## config.mk

```make
export PLATFORM = sky130hd
export DESIGN_NAME = m8c_issp_target
export DESIGN_NICKNAME = d
export VERILOG_FILES = /design/src/rtl/m8c_issp_target.sv
export SDC_FILE = /design/constraint.sdc
export NUM_CORES = 1
export LEC_CHECK = 0
export BUFFER_PORTS_ARGS = -buffer_cell sky130_fd_sc_hd__buf_2
export CAP_MARGIN = 15
export CORE_MARGIN = 2
export CORE_UTILIZATION = 44
export CTS_CLUSTER_DIAMETER = 200
export DETAILED_ROUTE_END_ITERATION = 8
export PLACE_DENSITY = 0.61
export SETUP_SLACK_MARGIN = 0.1
export SLEW_MARGIN = 10
export SYNTH_ARGS = -nofsm -noshare
export SYNTH_HDL_FRONTEND = slang
export SYNTH_SLANG_ARGS = --single-unit
```

## constraint.sdc

```tcl
create_clock -name osc -period 2.72 [get_ports osc]
set_input_delay 0.136 -clock osc [delete_from_list [all_inputs] [get_ports osc]]
set_output_delay 0.136 -clock osc [all_outputs]
set_load 0.02 [all_outputs]
```

## src/rtl/m8c_issp_target.sv

```systemverilog
// m8c_issp_target: target side of an M8C ISSP link.
// Decodes 22-bit host vectors clocked on SCLK into register write/read
// strobes, shifts read data back on SDATA, and runs the execute handshake
// (SDATA held high while busy, low when ready, released on the next clock).
module m8c_issp_target #(
    parameter logic [7:0] EXEC_ADDR = 8'hF0
) (
    input  logic       osc,
    input  logic       rst_n,
    input  logic       sclk,
    input  logic       sdata_in,
    output logic       sdata_out,
    output logic       sdata_oe,
    output logic [7:0] reg_addr,
    output logic [7:0] reg_wdata,
    output logic       reg_we,
    output logic       reg_re,
    input  logic [7:0] reg_rdata,
    output logic       exec_start,
    input  logic       exec_done,
    output logic       frame_err
);

    // Vector decoder states
    localparam logic [3:0] S_IDLE       = 4'd0;
    localparam logic [3:0] S_OPC        = 4'd1;
    localparam logic [3:0] S_ADDR       = 4'd2;
    localparam logic [3:0] S_WDATA      = 4'd3;
    localparam logic [3:0] S_WTRAIL     = 4'd4;
    localparam logic [3:0] S_RTURN1     = 4'd5;
    localparam logic [3:0] S_RDATA      = 4'd6;
    localparam logic [3:0] S_RTURN2     = 4'd7;
    localparam logic [3:0] S_RTRAIL     = 4'd8;
    localparam logic [3:0] S_SKIP       = 4'd9;
    localparam logic [3:0] S_EXEC_BUSY  = 4'd10;
    localparam logic [3:0] S_EXEC_READY = 4'd11;

    // Bit-counter values seen on the fall that ends each field
    // (the counter holds the number of vector bits already received).
    localparam logic [4:0] CNT_OPC_END   = 5'd2;
    localparam logic [4:0] CNT_ADDR_END  = 5'd10;
    localparam logic [4:0] CNT_WDATA_END = 5'd18;
    localparam logic [4:0] CNT_RDATA_END = 5'd19;
    localparam logic [4:0] CNT_VEC_END   = 5'd21;
    localparam logic [4:0] VEC_BITS      = 5'd22;

    localparam logic [2:0] OPC_WRITE = 3'b100;
    localparam logic [2:0] OPC_READ  = 3'b101;
    localparam logic [2:0] TRAIL_OK  = 3'b111;

    logic [1:0] sclk_sync;
    logic [1:0] sdata_sync;
    logic       sclk_prev;
    logic       sclk_rise;
    logic       sclk_fall;
    logic       sbit;

    logic [3:0] state, state_d;
    logic [4:0] cnt, cnt_d, cnt_inc;
    logic [2:0] opc, opc_d;
    logic [7:0] addr_sh, addr_sh_d;
    logic [7:0] wdata_sh, wdata_sh_d;
    logic [2:0] trail, trail_d;
    logic [7:0] rd_sh, rd_sh_d;
    logic       seen_rise, seen_rise_d;
    logic [7:0] reg_addr_d, reg_wdata_d;
    logic       out_d, oe_d;
    logic       we_d, re_d, exec_d, ferr_d;

    // Two-stage synchronizers for SCLK/SDATA plus an SCLK history bit for edges
    always_ff @(posedge osc or negedge rst_n) begin
        if (!rst_n) begin
            sclk_sync  <= '0;
            sdata_sync <= '0;
            sclk_prev  <= 1'b0;
        end else begin
            sclk_sync  <= {sclk_sync[0], sclk};
            sdata_sync <= {sdata_sync[0], sdata_in};
            sclk_prev  <= sclk_sync[1];
        end
    end

    assign sclk_rise = sclk_sync[1] & ~sclk_prev;
    assign sclk_fall = ~sclk_sync[1] & sclk_prev;
    assign sbit      = sdata_sync[1];

    // Counter saturates at the vector length so it can never wrap mid-vector
    assign cnt_inc = (cnt == VEC_BITS) ? VEC_BITS : cnt + 5'd1;

    // Next-state and next-output decode; every field ends on a fixed count
    always_comb begin
        state_d     = state;
        cnt_d       = cnt;
        opc_d       = opc;
        addr_sh_d   = addr_sh;
        wdata_sh_d  = wdata_sh;
        trail_d     = trail;
        rd_sh_d     = rd_sh;
        seen_rise_d = seen_rise;
        reg_addr_d  = reg_addr;
        reg_wdata_d = reg_wdata;
        out_d       = sdata_out;
        oe_d        = sdata_oe;
        we_d        = 1'b0;
        re_d        = 1'b0;
        exec_d      = 1'b0;
        ferr_d      = 1'b0;

        case (state)
            S_IDLE: begin
                cnt_d = '0;
                // Zeros are idle filler; a 1 is the opcode MSB
                if (sclk_fall && sbit) begin
                    state_d = S_OPC;
                    cnt_d   = 5'd1;
                    opc_d   = 3'b001;
                end
            end

            S_OPC: begin
                if (sclk_fall) begin
                    opc_d = {opc[1:0], sbit};
                    cnt_d = cnt_inc;
                    if (cnt == CNT_OPC_END) begin
                        if (opc_d == OPC_WRITE || opc_d == OPC_READ) begin
                            state_d = S_ADDR;
                        end else begin
                            state_d = S_SKIP;
                            ferr_d  = 1'b1;
                        end
                    end
                end
            end

            S_ADDR: begin
                if (sclk_fall) begin
                    addr_sh_d = {addr_sh[6:0], sbit};
                    cnt_d     = cnt_inc;
                    if (cnt == CNT_ADDR_END) begin
                        // reg_addr only changes once the whole address is in
                        reg_addr_d = addr_sh_d;
                        if (opc[0]) begin
                            state_d = S_RTURN1;
                            re_d    = 1'b1;
                        end else begin
                            state_d = S_WDATA;
                        end
                    end
                end
            end

            S_WDATA: begin
                if (sclk_fall) begin
                    wdata_sh_d = {wdata_sh[6:0], sbit};
                    cnt_d      = cnt_inc;
                    if (cnt == CNT_WDATA_END) begin
                        reg_wdata_d = wdata_sh_d;
                        state_d     = S_WTRAIL;
                    end
                end
            end

            S_WTRAIL: begin
                if (sclk_fall) begin
                    trail_d = {trail[1:0], sbit};
                    cnt_d   = cnt_inc;
                    if (cnt == CNT_VEC_END) begin
                        if (trail_d == TRAIL_OK) begin
                            we_d = 1'b1;
                            if (reg_addr == EXEC_ADDR) begin
                                exec_d      = 1'b1;
                                state_d     = S_EXEC_BUSY;
                                oe_d        = 1'b1;
                                out_d       = 1'b1;
                            end else begin
                                state_d = S_IDLE;
                            end
                        end else begin
                            ferr_d  = 1'b1;
                            state_d = S_IDLE;
                        end
                    end
                end
            end

            S_RTURN1: begin
                if (sclk_fall) begin
                    cnt_d   = cnt_inc;
                    rd_sh_d = reg_rdata;
                    oe_d    = 1'b1;
                    out_d   = reg_rdata[7];
                    state_d = S_RDATA;
                end
            end

            S_RDATA: begin
                if (sclk_fall) begin
                    cnt_d = cnt_inc;
                    if (cnt == CNT_RDATA_END) begin
                        oe_d    = 1'b0;
                        out_d   = 1'b0;
                        state_d = S_RTURN2;
                    end else begin
                        // rd_sh[7] is already on the pin; bring up the next bit
                        out_d   = rd_sh[6];
                        rd_sh_d = {rd_sh[6:0], 1'b0};
                    end
                end
            end

            S_RTURN2: begin
                if (sclk_fall) begin
                    cnt_d   = cnt_inc;
                    state_d = S_RTRAIL;
                end
            end

            S_RTRAIL: begin
                if (sclk_fall) begin
                    cnt_d   = cnt_inc;
                    state_d = S_IDLE;
                end
            end

            S_SKIP: begin
                if (sclk_fall) begin
                    cnt_d = cnt_inc;
                    if (cnt == CNT_VEC_END) begin
                        state_d = S_IDLE;
                    end
                end
            end

            S_EXEC_BUSY: begin
                oe_d  = 1'b1;
                out_d = 1'b1;
                if (exec_done) begin
                    out_d       = 1'b0;
                    seen_rise_d = 1'b0;
                    state_d     = S_EXEC_READY;
                end
            end

            S_EXEC_READY: begin
                oe_d  = 1'b1;
                out_d = 1'b0;
                if (sclk_rise) begin
                    seen_rise_d = 1'b1;
                end
                // Release only on a fall that follows a rise seen in this state
                if (sclk_fall && seen_rise) begin
                    oe_d        = 1'b0;
                    seen_rise_d = 1'b0;
                    cnt_d       = '0;
                    state_d     = S_IDLE;
                end
            end

            default: begin
                state_d = S_IDLE;
                cnt_d   = '0;
                oe_d    = 1'b0;
                out_d   = 1'b0;
            end
        endcase
    end

    // State, datapath and registered output update
    always_ff @(posedge osc or negedge rst_n) begin
        if (!rst_n) begin
            state      <= S_IDLE;
            cnt        <= '0;
            opc        <= '0;
            addr_sh    <= '0;
            wdata_sh   <= '0;
            trail      <= '0;
            rd_sh      <= '0;
            seen_rise  <= 1'b0;
            reg_addr   <= '0;
            reg_wdata  <= '0;
            sdata_out  <= 1'b0;
            sdata_oe   <= 1'b0;
            reg_we     <= 1'b0;
            reg_re     <= 1'b0;
            exec_start <= 1'b0;
            frame_err  <= 1'b0;
        end else begin
            state      <= state_d;
            cnt        <= cnt_d;
            opc        <= opc_d;
            addr_sh    <= addr_sh_d;
            wdata_sh   <= wdata_sh_d;
            trail      <= trail_d;
            rd_sh      <= rd_sh_d;
            seen_rise  <= seen_rise_d;
            reg_addr   <= reg_addr_d;
            reg_wdata  <= reg_wdata_d;
            sdata_out  <= out_d;
            sdata_oe   <= oe_d;
            reg_we     <= we_d;
            reg_re     <= re_d;
            exec_start <= exec_d;
            frame_err  <= ferr_d;
        end
    end

endmodule

```

Word-level counts from Yosys, hierarchy flattened --
Cells that the tools add are included.
Storage, ports and cells: flip-flop bits (word level) 62, input port bits 13, logic and storage cells 164
Cells by class: $add $sub $neg 1, equal/unequal tests 44, mux-type cells 73, bitwise logic cells 6, reductions and logical operators 21
Operators by type and width (count):
- two-way mux 4 bit | 21
- one-hot mux 4 bit (12 select lines) | 1
- != test 2 bit, second input constant | 21
- two-way mux 1 bit | 35
- two-way mux 7 bit | 3
- == test 5 bit, second input constant | 4
- one-hot mux 5 bit (4 select lines) | 1
- AND reduction 18 bit | 1
- == test 4 x 3 -> 1 bit, second input constant | 4
- == test 4 bit, second input constant | 4
- two-way mux 5 bit | 3
- AND reduction 3 bit | 5
- one-hot mux 7 bit (2 select lines) | 1
- == test 3 bit, second input constant | 3
- OR reduction 9 bit | 1
- == test 4 x 2 -> 1 bit, second input constant | 2
- == test 8 bit, second input constant | 1
- AND reduction 8 bit | 1
- AND reduction 7 bit | 1
- OR reduction 7 bit | 1
- one-hot mux 1 bit (6 select lines) | 1
- AND reduction 2 bit | 3
- nonzero test 2 bit | 3
- adder 5 x 1 -> 5 bit, second input constant | 1
- other kinds (16) | 23

Longest topological paths before layout --
Gate-level depths: netlist of run 1.
word-level depth 6, mapped depth 7, depth with buffers taken out 7

Worst setup path after synthesis of run 1 --
OpenSTA, ideal clock, no wires.
kind reg2reg, from reg cnt[0], to reg state[0], arrival time 1.890 ns, required time 2.594 ns, setup slack 0.703 ns, cell stages (with the launch flop) 8, path buffers 0, period minus slack after synthesis 2.017 ns, cells stage by stage dfrtp_1 > inv_1 > ha_1 > nor4b_2 > or3_1 > a31oi_1 > o41a_1 > a311o_1
Between the ends: cells in the longest elaborated chain, start to end 3, elaborated cells between the ends (all ways) 12, those cells by class 11 x eq/ne; 1 x reduce/logical
Ends and longest elaborated chain:
- start: declaration | line 59 | logic [4:0] cnt, cnt_d, cnt_inc;
- start signal: assignment | line 289 | cnt <= cnt_d;
- == test 5 bit (tied with other cells) | line 167, 228
- != test 2 bit (no line)
- AND reduction 18 bit (no line) (*)
- end signal: assignment | line 288 | state <= state_d;
- end: declaration | line 58 | logic [3:0] state, state_d;
Mark *: on every way between the ends. The rest lies on a longest branch, timed or not. A chain may end at the register's enable or synchronous reset.

Final worst setup path of run 1 --
from reg cnt[0], to reg state[3]
The elaborated chain is that of the path after synthesis.

==> results of run 1 <==
[critical path, delay by kind of cell, from the launching register on]
family / cells / cell delay, ns
buffers and inverters: 1 / 0.08
muxes: 1 / 0.36
adders and majority gates: 1 / 0.27
and+or+nand+nor: 3 / 0.87
DFF: 1 / 0.44
AOI/OAI and AO/OA: 1 / 0.13
[flip-flops by register name, summed over array words and instances (netlist names), 2 cells and up]
register / cells
addr_sh: 7
cnt: 5
wdata_sh: 7
sclk_sync: 2
reg_wdata: 8
trail: 2
opc: 2
rd_sh: 7
sdata_sync: 2
reg_addr: 8
state: 4
[power groups by stage]
| stage | Sequential, mW | Combinational (mW) | Clock [mW] |
|---|---|---|---|
| finish | 1.26 | 0.736 | 0.939 |
| global route | 1.29 | 0.825 | 1.00 |
| CTS | 1.25 | 0.739 | 0.964 |
| detailed placement | 1.27 | 0.732 | 0 |
| global placement | 1.26 | 0.726 | 0 |
| floorplan | 1.15 | 0.693 | 0 |
[worst min-delay path by stage]
stage	from	cells past startpoint	to
3_5_place_dp	sdata_in	1	sdata_sync[0]
6_report	reg_rdata[0]	3	rd_sh[0]
2_1_floorplan	rst_n	0	addr_sh[0]
3_3_place_gp	sdata_in	1	sdata_sync[0]
5_1_grt	reg_rdata[0]	3	rd_sh[0]
4_1_cts	reg_rdata[0]	3	rd_sh[0]
[metrics by stage]
stage | total power, mW | hold slack, ns
2_1_floorplan | 1.840 | -0.1596
3_3_place_gp | 1.988 | 0.2438
3_5_place_dp | 2.001 | 0.2453
4_1_cts | 2.955 | 0.04960
5_1_grt | 3.113 | 0.06997
6_report | 2.932 | 0.06102
[area by class of cell]
class	instances	share of cell area (%)
Inverter	4	0.4139
Clock inverter	5	2.242
Timing Repair Buffer	42	6.554
Multi-Input combinational cell	190	40.53
Sequential cell	62	42.77
Tap cell	96	3.311
Clock buffer	11	4.174
[per-layer routing]
metal  vias to the layer above  wire (um)  part of all wire (%)
met5                         -          0                     0
met4                         0        111                   1.8
met3                        10        291                   4.7
met2                        47       2821                    45
met1                      1053       3018                    48
li1                       1068          -                     -
[cell families after synthesis]
group / share of synthesized area (%)
AND/OR/NAND/NOR: 17.78
AO/OA/AOI/OAI: 11.88
buffers and inverters: 3.051
flip-flops: 49.78
adder cells (fa/ha/maj): 1.204
multiplexers: 16.30
[cell usage in the layout (no fill, tap or decap), types with 2 or more instances in the layout]
cell / Yosys / routed
nand4b_4: 2 / 2
buf_4: 0 / 5
clkbuf_8: 2 / 11
dlygate4sd3_1: 0 / 3
dfrtp_1: 62 / 62
a211oi_1: 2 / 2
a21oi_1: 8 / 8
nand4bb_1: 2 / 2
nor2b_1: 5 / 5
inv_1: 4 / 4
or3_1: 2 / 2
and2b_2: 2 / 2
a21o_1: 3 / 3
ha_1: 3 / 3
a22oi_1: 2 / 2
nor3_1: 5 / 5
bufinv_16: 0 / 2
o221ai_1: 2 / 2
mux2_1: 2 / 2
nor2_1: 9 / 9
nand2b_1: 4 / 4
nand2_1: 22 / 22
mux2i_1: 8 / 8
and3_1: 2 / 2
a31oi_1: 3 / 3
nand3_1: 11 / 11
nor4_1: 2 / 2
a32o_1: 3 / 3
mux2_2: 36 / 36
or2_2: 3 / 3
a211oi_2: 2 / 2
buf_2: 6 / 34
o21ai_0: 21 / 21
==> flow_summary.yaml, run 1 <==
clock_network:
  cts_buffers: 9
  worstSkewPairLatency_ns: 0.34
  clkSinkCount: 62
  cts.clk_slew.worst_paths_ns: 0.07
  cts_root_buffer: "clkbuf_8"
  post_cts_resized: 0
  cts_max_level: 3
  tritoncts: "done"
  clock_path_buffers: 2
  ctsHoldBuffers: 3
  cts_setup_buffers: 0
power_and_ir_drop:
  p_leak_nw: 1.765
  clockPowerShare_pct: 32.0
  p_int_mw: 1.959
  combPwrFrac_pct: 25.1
  ir_worst_vdd_v: 0.0004469
  seqPwrFrac_pct: 42.9
  power.density_nw_per_um2: 808.4
  p_sw_uw: 973.9
  swShare_pct: 33.21
hold_path:
  min_path_type: "primary input to flop"
placed_design:
  placed_cell_area_um2: 3364
  post-dp-hpwl_um: 4124
  gp_congestion: 0.8396
  dp_cells: 391
  dp_slack_ns: 0.4391
  portBuffers: 34
logic_synthesis:
  synth_cell_types: 57
  syn_area_um2: 3117
  yosys_most_used_dff: "dfrtp_1"
  synth_commonest_cells: "dfrtp_1, mux2_2, nand2_1"
  ys_seq_area_share_pct: 49.78
  synthCells: 269
  synth.area.top_cells: "dfrtp_1, mux2_2, o21ai_0"
  synth_top_area_share_pct: 49.78
  synth.avg_cell_area_um2: 11.59
  ys_seq_elements: 62
  synthArstFlopShare_pct: 100.0
  yosysWarnings: 0
  syn_nets: 285
  yosys.area.top_type: "dfrtp_1"
  synth_edf_count: 0
  yosysMostFrequentCell: "dfrtp_1"
global_routing:
  grt_use_met2_pct: 26.25
  grt_pass1_vias: 2094
  grt-ovfl-total: 0
  grtUsageMet1_pct: 26.13
  track_usage_pct: 18.17
  met3_usage_pct: 4.524
  grt_antenna_before_repair: 0
  grt_pass1_wl_um: 10580
  gr-max-usage-layer: "met2"
  grt_max_degree: 63
critical_path:
  worstPathRequired_ns: 2.95
  cp-end-kind: "flop"
  crit_start: "cnt[0]"
  crit_chain: "inv_1, ha_1, nor4b_2, or3_1, a31oi_1, nor4_2, mux2_1"
  worstPathMaxFanout: 6
  r2r_end: "state[3]"
  worst_path_largest_cell_delay_ns: 0.45
  reg2reg_from: "cnt[0]"
  r2r_slack_ns: 0.45
  cp.arrival_ns: 2.51
  critical_path.slowest_cell: "nor4_2"
  r2r_cells: 7
  path_class: "flop to flop"
  start_kind: "flop"
  endpoint: "state[3]"
drt:
  wire_per_inst_um: 15.22
  drc: 0
  drtIter0Drc: 139
  vias_per_cell: 5.312
  ant_nets: 0
  vias: 2178
  first_pass_iters: 4
  drt_wl_total_um: 6242
timing:
  hold_viol_final: 0
  worst_clock_skew_ns: 0.01036
  rsz0062_at_grt: "false"
  max_slew_margin_pct: 46.80
  worst_pin_slew_ns: 0.7980
  timing.fmax_mhz: 439.6
  layout_setup_ws_ns: 0.4453
  fin_crit_ns: 2.275
  finalSetupViolations: 0
  drv_slew: 0
  period_share_pct: 83.63
  tns_ns: 0
floorplan:
  dieArea_um2: 7773
  start_util_pct: 45.62
  die_w_um: 88.17
  die_y_um: 88.17
  io_pins: 35
  num_rows: 30
  core_um2: 6832
status:
  outcome: "completed"
cells_and_area:
  final-seq-area_um2: 1551
  nFillCells: 634
  fin_area_um2: 3627
  nets: 325
  antenna_cells: 0
  fin_cells: 410
  syn_to_final_growth_pct: 16.38
  multi_input_area_um2: 1470
  drive_gt1_share_pct: 34.71
  utilization_pct: 53.10
flow_run:
  cap_violations: 0
(Power assumes the default switching activity.)
==> inputs of run 2 (changes only) <==
Settings changed: PLACE_DENSITY 0.61 to 0.63.
Clock period 2.72 ns to 1.95 ns, I/O delays scaled along.
==> run 2 against run 1 <==
The flow now finishes with violations (setup timing); critical path type unchanged; wire length increased by 16%; largest power group is now combinational logic; setup slack worse by 0.49 ns; via count increased by 13%; critical path depth is the same; sequential power rose by 34%.
==> flow_summary.yaml, run 2 (synthesized netlist as in run 1, its figures left out) <==
floorplan:
  start_util_pct: 45.62
  dieArea_um2: 7773
  die_y_um: 88.17
  die_w_um: 88.17
  io_pins: 35
  num_rows: 30
  core_um2: 6832
global_routing:
  grt_max_degree: 63
  grt-ovfl-total: 0
  track_usage_pct: 19.75
  grt_pass1_vias: 2372
  grt_antenna_before_repair: 0
  grt_pass1_wl_um: 11670
timing:
  worst_pin_slew_ns: 0.3887
  fin_crit_ns: 1.999
  period_share_pct: 102.5
  timing.fmax_mhz: 500.3
  layout_setup_ws_ns: -0.04864
  rsz0062_at_grt: "true"
  tns_ns: -0.1120
  max_slew_margin_pct: 74.00
  drv_slew: 0
  hold_viol_final: 0
  finalSetupViolations: 3
  worst_clock_skew_ns: 0.01128
drt:
  first_pass_iters: 4
  vias: 2466
  wire_per_inst_um: 15.50
  vias_per_cell: 5.292
  drt_wl_total_um: 7225
  drtIter0Drc: 171
  drc: 0
  ant_nets: 0
critical_path:
  reg2reg_from: "cnt[1]"
  worstPathRequired_ns: 2.18
  start_kind: "flop"
  cp-end-kind: "flop"
  r2r_slack_ns: -0.05
  r2r_end: "state[3]"
  r2r_cells: 7
  worstPathMaxFanout: 5
  path_class: "flop to flop"
  cp.arrival_ns: 2.23
power_and_ir_drop:
  ir_worst_vdd_v: 0.0005165
  p_leak_nw: 2.038
  power.density_nw_per_um2: 1105
clock_network:
  worstSkewPairLatency_ns: 0.34
  clock_path_buffers: 2
  cts_root_buffer: "clkbuf_8"
  clkSinkCount: 62
  cts_max_level: 3
  cts_buffers: 9
  tritoncts: "done"
  cts.clk_slew.worst_paths_ns: 0.07
hold_path:
  whs_endpoint: "rd_sh[0]"
  whs_path_depth: 3
  min_path_type: "primary input to flop"
  hold_start: "reg_rdata[0]"
cells_and_area:
  top_regs: "reg_addr (8), reg_wdata (8)"
  drive_gt1_share_pct: 50.27
  utilization_pct: 61.41
  antenna_cells: 0
  final_cell_mix: "dfrtp_1, buf_4, mux2_2"
  final-seq-area_um2: 1562
  multi_input_area_um2: 1615
  nets: 381
  nFillCells: 576
  syn_to_final_growth_pct: 34.60
flow_run:
  cap_violations: 0
status:
  violations: "setup timing"
  outcome: "complete, but fails checks"
placed_design:
  gp_congestion: 0.8160
  portBuffers: 34
  post-dp-hpwl_um: 4733
==> run 2: cell count changes in the layout (fill, tap and decap cells not counted), moves of 2 or more <==
cell,change
buf_4,+49
dfrtp_1,-8
dfrtp_2,+8
buf_12,+3
ha_1,-3
ha_4,+3
a211oi_4,+2
bufinv_16,-2
inv_1,-2
inv_2,+2
mux2_1,-2
mux2_4,+2
o21ai_0,-2
o21ai_1,+2
==> run 2: critical path, stage by stage, from the launching register on <==
cell	delay [ns]
dfrtp_2	0.45
inv_2	0.09
ha_4	0.14
nand4b_4	0.14
a211oi_4	0.29
nor3_4	0.08
nor4_4	0.36
mux2_4	0.33
==> run 2: cell type report <==
type	count	area share, %
Clock buffer	13	4.026
Tap cell	96	2.863
Timing Repair Buffer	97	16.61
Clock inverter	3	0.4175
Inverter	4	0.3579
Sequential cell	62	37.22
Multi-Input combinational cell	191	38.50
==> run 2: per-layer routing <==
layer | global-route usage, % | routed length (um) | part of all wire [%]
met5 | 0 | 0 | 0
met4 | 7.300 | 102 | 1.4
met3 | 4.807 | 332 | 4.6
met2 | 30.49 | 3477 | 48
met1 | 27.12 | 3312 | 46
==> run 2: repair_timing <==
| action | CTS | global route |
|---|---|---|
| hold endpoints to repair | 64 | 0 |
| setup endpoints to repair | 33 | 42 |
| buffers inserted | 1 | 8 |
| gates resized for setup | 13 | 17 |
| hold buffers | 3 | 0 |
| pin swaps | 4 | 10 |
| gates cloned | 0 | 1 |
==> run 2: through the flow <==
step	instance area (um2)	worst slack (ns)	hold slack [ns]	power [mW]	std cells
CTS	4049	-0.008023	0.02418	4.458	457
global route	4195	-0.1123	0.04969	4.904	466
floorplan	3147	0.04849	-0.1981	2.616	269
detailed placement	3765	-0.06399	0.1372	3.235	437
finish	4195	-0.04864	0.03802	4.635	466
global placement	3765	-0.01362	0.1328	3.202	437
==> run 2: worst max-delay path by stage <==
stage	from	endpoint	slack [ns]	cells past startpoint
2_1_floorplan	cnt[0]	state[1]	0.05	7
3_3_place_gp	cnt[1]	state[3]	-0.01	6
3_5_place_dp	state[3]	state[3]	-0.06	4
4_1_cts	cnt[1]	state[3]	-0.008	7
5_1_grt	cnt[1]	state[1]	-0.11	7
6_report	cnt[1]	state[3]	-0.05	7
==> run 2: report_power, final <==
part           leakage (nW)  switching (mW)  internal, mW
Combinational          1.16           0.867          1.01
Sequential            0.784           0.243          1.45
Clock                0.0954           0.503         0.562
==> inputs of run 3 (changes only) <==
Settings changed: ABC_AREA set to 1, SKIP_CTS_REPAIR_TIMING set to 1.
==> run 3 against run 2 <==
The run ends with hold timing left; clock power rose by 16%; fmax is 11% higher; largest cell class is now sequential cells; flip-flop and latch count stayed put; sequential power shrank 5%; critical path depth up 2; total power down 8.9%; utilization is 9.2 points lower; setup slack gained 0.20 ns; global-route usage rose by 0.11 points; largest power group is now registers.
==> flow_summary.yaml, run 3 <==
power_and_ir_drop:
  power.density_nw_per_um2: 1133
  p_sw_mw: 1.618
  ir_worst_vdd_v: 0.0006286
  p_int_mw: 2.603
  p_leak_nw: 1.842
  seqPwrFrac_pct: 38.2
  clockPowerShare_pct: 29.1
  combPwrFrac_pct: 32.7
  swShare_pct: 38.34
critical_path:
  worstPathRequired_ns: 2.19
  cp.arrival_ns: 2.03
  crit_start: "cnt[0]"
  worstPathMaxFanout: 4
  start_kind: "flop"
  path_class: "flop to flop"
  cp-end-kind: "flop"
  reg2reg_from: "cnt[0]"
logic_synthesis:
  ys_seq_area_share_pct: 48.38
  synth.area.top_cells: "dfrtp_1, nand2_1, o21ai_0"
  ys_seq_elements: 62
  syn_nets: 413
  synth_edf_count: 0
  synth_commonest_cells: "nand2_1, dfrtp_1, o21ai_0"
  synth_cell_types: 32
  syn_area_um2: 3207
  synth.avg_cell_area_um2: 8.078
  synthArstFlopShare_pct: 100.0
  yosysWarnings: 0
  yosys.area.top_type: "dfrtp_1"
  synth_top_area_share_pct: 48.38
  yosys_most_used_dff: "dfrtp_1"
  yosysMostFrequentCell: "nand2_1"
  synthCells: 397
clock_network:
  cts_buffers: 9
  cts_root_buffer: "clkbuf_8"
  clkSinkCount: 62
  cts_max_level: 3
  worstSkewPairLatency_ns: 0.34
  tritoncts: "done"
  cts.clk_slew.worst_paths_ns: 0.07
  clock_path_buffers: 2
global_routing:
  grt_pass1_vias: 2463
  grt_pass1_wl_um: 12000
  grt-ovfl-total: 0
  grt_max_degree: 38
  track_usage_pct: 19.86
  grt_antenna_before_repair: 0
timing:
  worst_pin_slew_ns: 0.6386
  fin_crit_ns: 1.798
  drv_slew: 0
  timing.fmax_mhz: 556.1
  finalSetupViolations: 0
  rsz0062_at_grt: "true"
  layout_setup_ws_ns: 0.1519
  tns_ns: 0
  worst_clock_skew_ns: 0.01026
  max_slew_margin_pct: 57.42
  hold_viol_final: 1
  whs_ns: -0.0006026
  period_share_pct: 92.21
cells_and_area:
  multi_input_area_um2: 1400
  syn_to_final_growth_pct: 16.15
  nFillCells: 714
  drive_gt1_share_pct: 19.82
  final-seq-area_um2: 1554
  top_regs: "reg_addr (8), reg_wdata (8)"
  antenna_cells: 0
  final_common_cell: "nand2_1"
  final_cell_mix: "nand2_1, dfrtp_1, o21ai_0"
  nets: 455
flow_run:
  cap_violations: 0
drt:
  ant_nets: 0
  drc: 0
  wire_per_inst_um: 13.23
  drt_wl_total_um: 7182
  first_pass_iters: 5
  vias_per_cell: 5.029
  vias: 2731
  drtIter0Drc: 265
floorplan:
  core_um2: 7137
  die_w_um: 89.37
  start_util_pct: 44.93
  die_y_um: 89.37
  io_pins: 35
  num_rows: 31
  dieArea_um2: 7987
placed_design:
  post-dp-hpwl_um: 5229
  dp_slack_ns: 0.1277
  gp_congestion: 0.9778
  portBuffers: 34
hold_path:
  hold_start: "reg_rdata[0]"
  min_path_type: "primary input to flop"
status:
  outcome: "complete, but fails checks"
  violations: "hold timing"
-- run 3: logic make-up (layout without fill, tap and decap cells) --
logic type | Yosys count | count (layout) | share of synthesized area [%]
and+or+nand+nor | 202 | 202 | 29.50
AOI/OAI and AO/OA | 69 | 69 | 11.74
DFF | 62 | 62 | 48.38
buffers and inverters | 59 | 106 | 8.584
adders and majority gates | 3 | 3 | 1.171
xor gates and xnor gates | 1 | 1 | 0.2732
muxes | 1 | 1 | 0.3511
-- run 3: final cells by class --
cell class	instances	area share [%]
Tap cell	99	3.326
Clock inverter	6	2.318
Inverter	48	4.904
Sequential cell	62	41.72
Clock buffer	10	3.426
Multi-Input combinational cell	276	37.59
Timing Repair Buffer	42	6.718
-- run 3: power by group through the flow --
stage          registers, mW  logic [mW]  clock network [mW]
2_1_floorplan           1.57        1.04                   0
3_3_place_gp            1.63        1.29                   0
3_5_place_dp            1.63        1.29                   0
4_1_cts                 1.60        1.30                1.25
5_1_grt                 1.63        1.54                1.31
6_report                1.61        1.38                1.23
-- run 3: worst max-delay path: stages, from the launching register on --
cell	delay, ns
dfrtp_1	0.43
inv_2	0.09
ha_2	0.20
nand2_1	0.07
nor2_1	0.28
nor2_1	0.09
nor2_1	0.14
nand4_1	0.22
nand2_1	0.14
nand2_1	0.05
-- run 3: path summary, 6_finish.rpt --
| path | endpoint | slack [ns] | cells after the start |
|---|---|---|---|
| setup / recovery | state[0] | 0.15 | 9 |
| hold / removal | rd_sh[0] | -0.0006 | 3 |
| setup reg to reg | state[0] | 0.15 | 9 |
| hold reg to reg | sclk_sync[1] | 0.35 | 0 |
| max in group asynchronous | reg_addr[3] | 1.02 | 3 |
| min in group asynchronous | cnt[2] | 0.31 | 2 |
-- run 3: routing by layer --
layer	vias to the layer above	routed length [um]	global-route usage, %	part of all wire, %
met2	92	3181	29.09	44
met5	-	0	0	0
met4	0	148	6.920	2.1
met3	13	508	5.171	7.1
met1	1260	3343	28.56	47
li1	1366	-	-	-
-- run 3: metrics by stage --
step           cell area (um2)  util (%)  hold WS (ns)  total power [mW]  instances
2_1_floorplan             3207         -       -0.1981             2.610        397
3_3_place_gp              3451     48.35        0.1605             2.921        523
3_5_place_dp              3451     48.35        0.1604             2.919        523
4_1_cts                   3665     51.35       -0.2052             4.152        539
5_1_grt                   3725     52.19       0.01863             4.476        543
6_report                  3725     52.19    -0.0006026             4.221        543
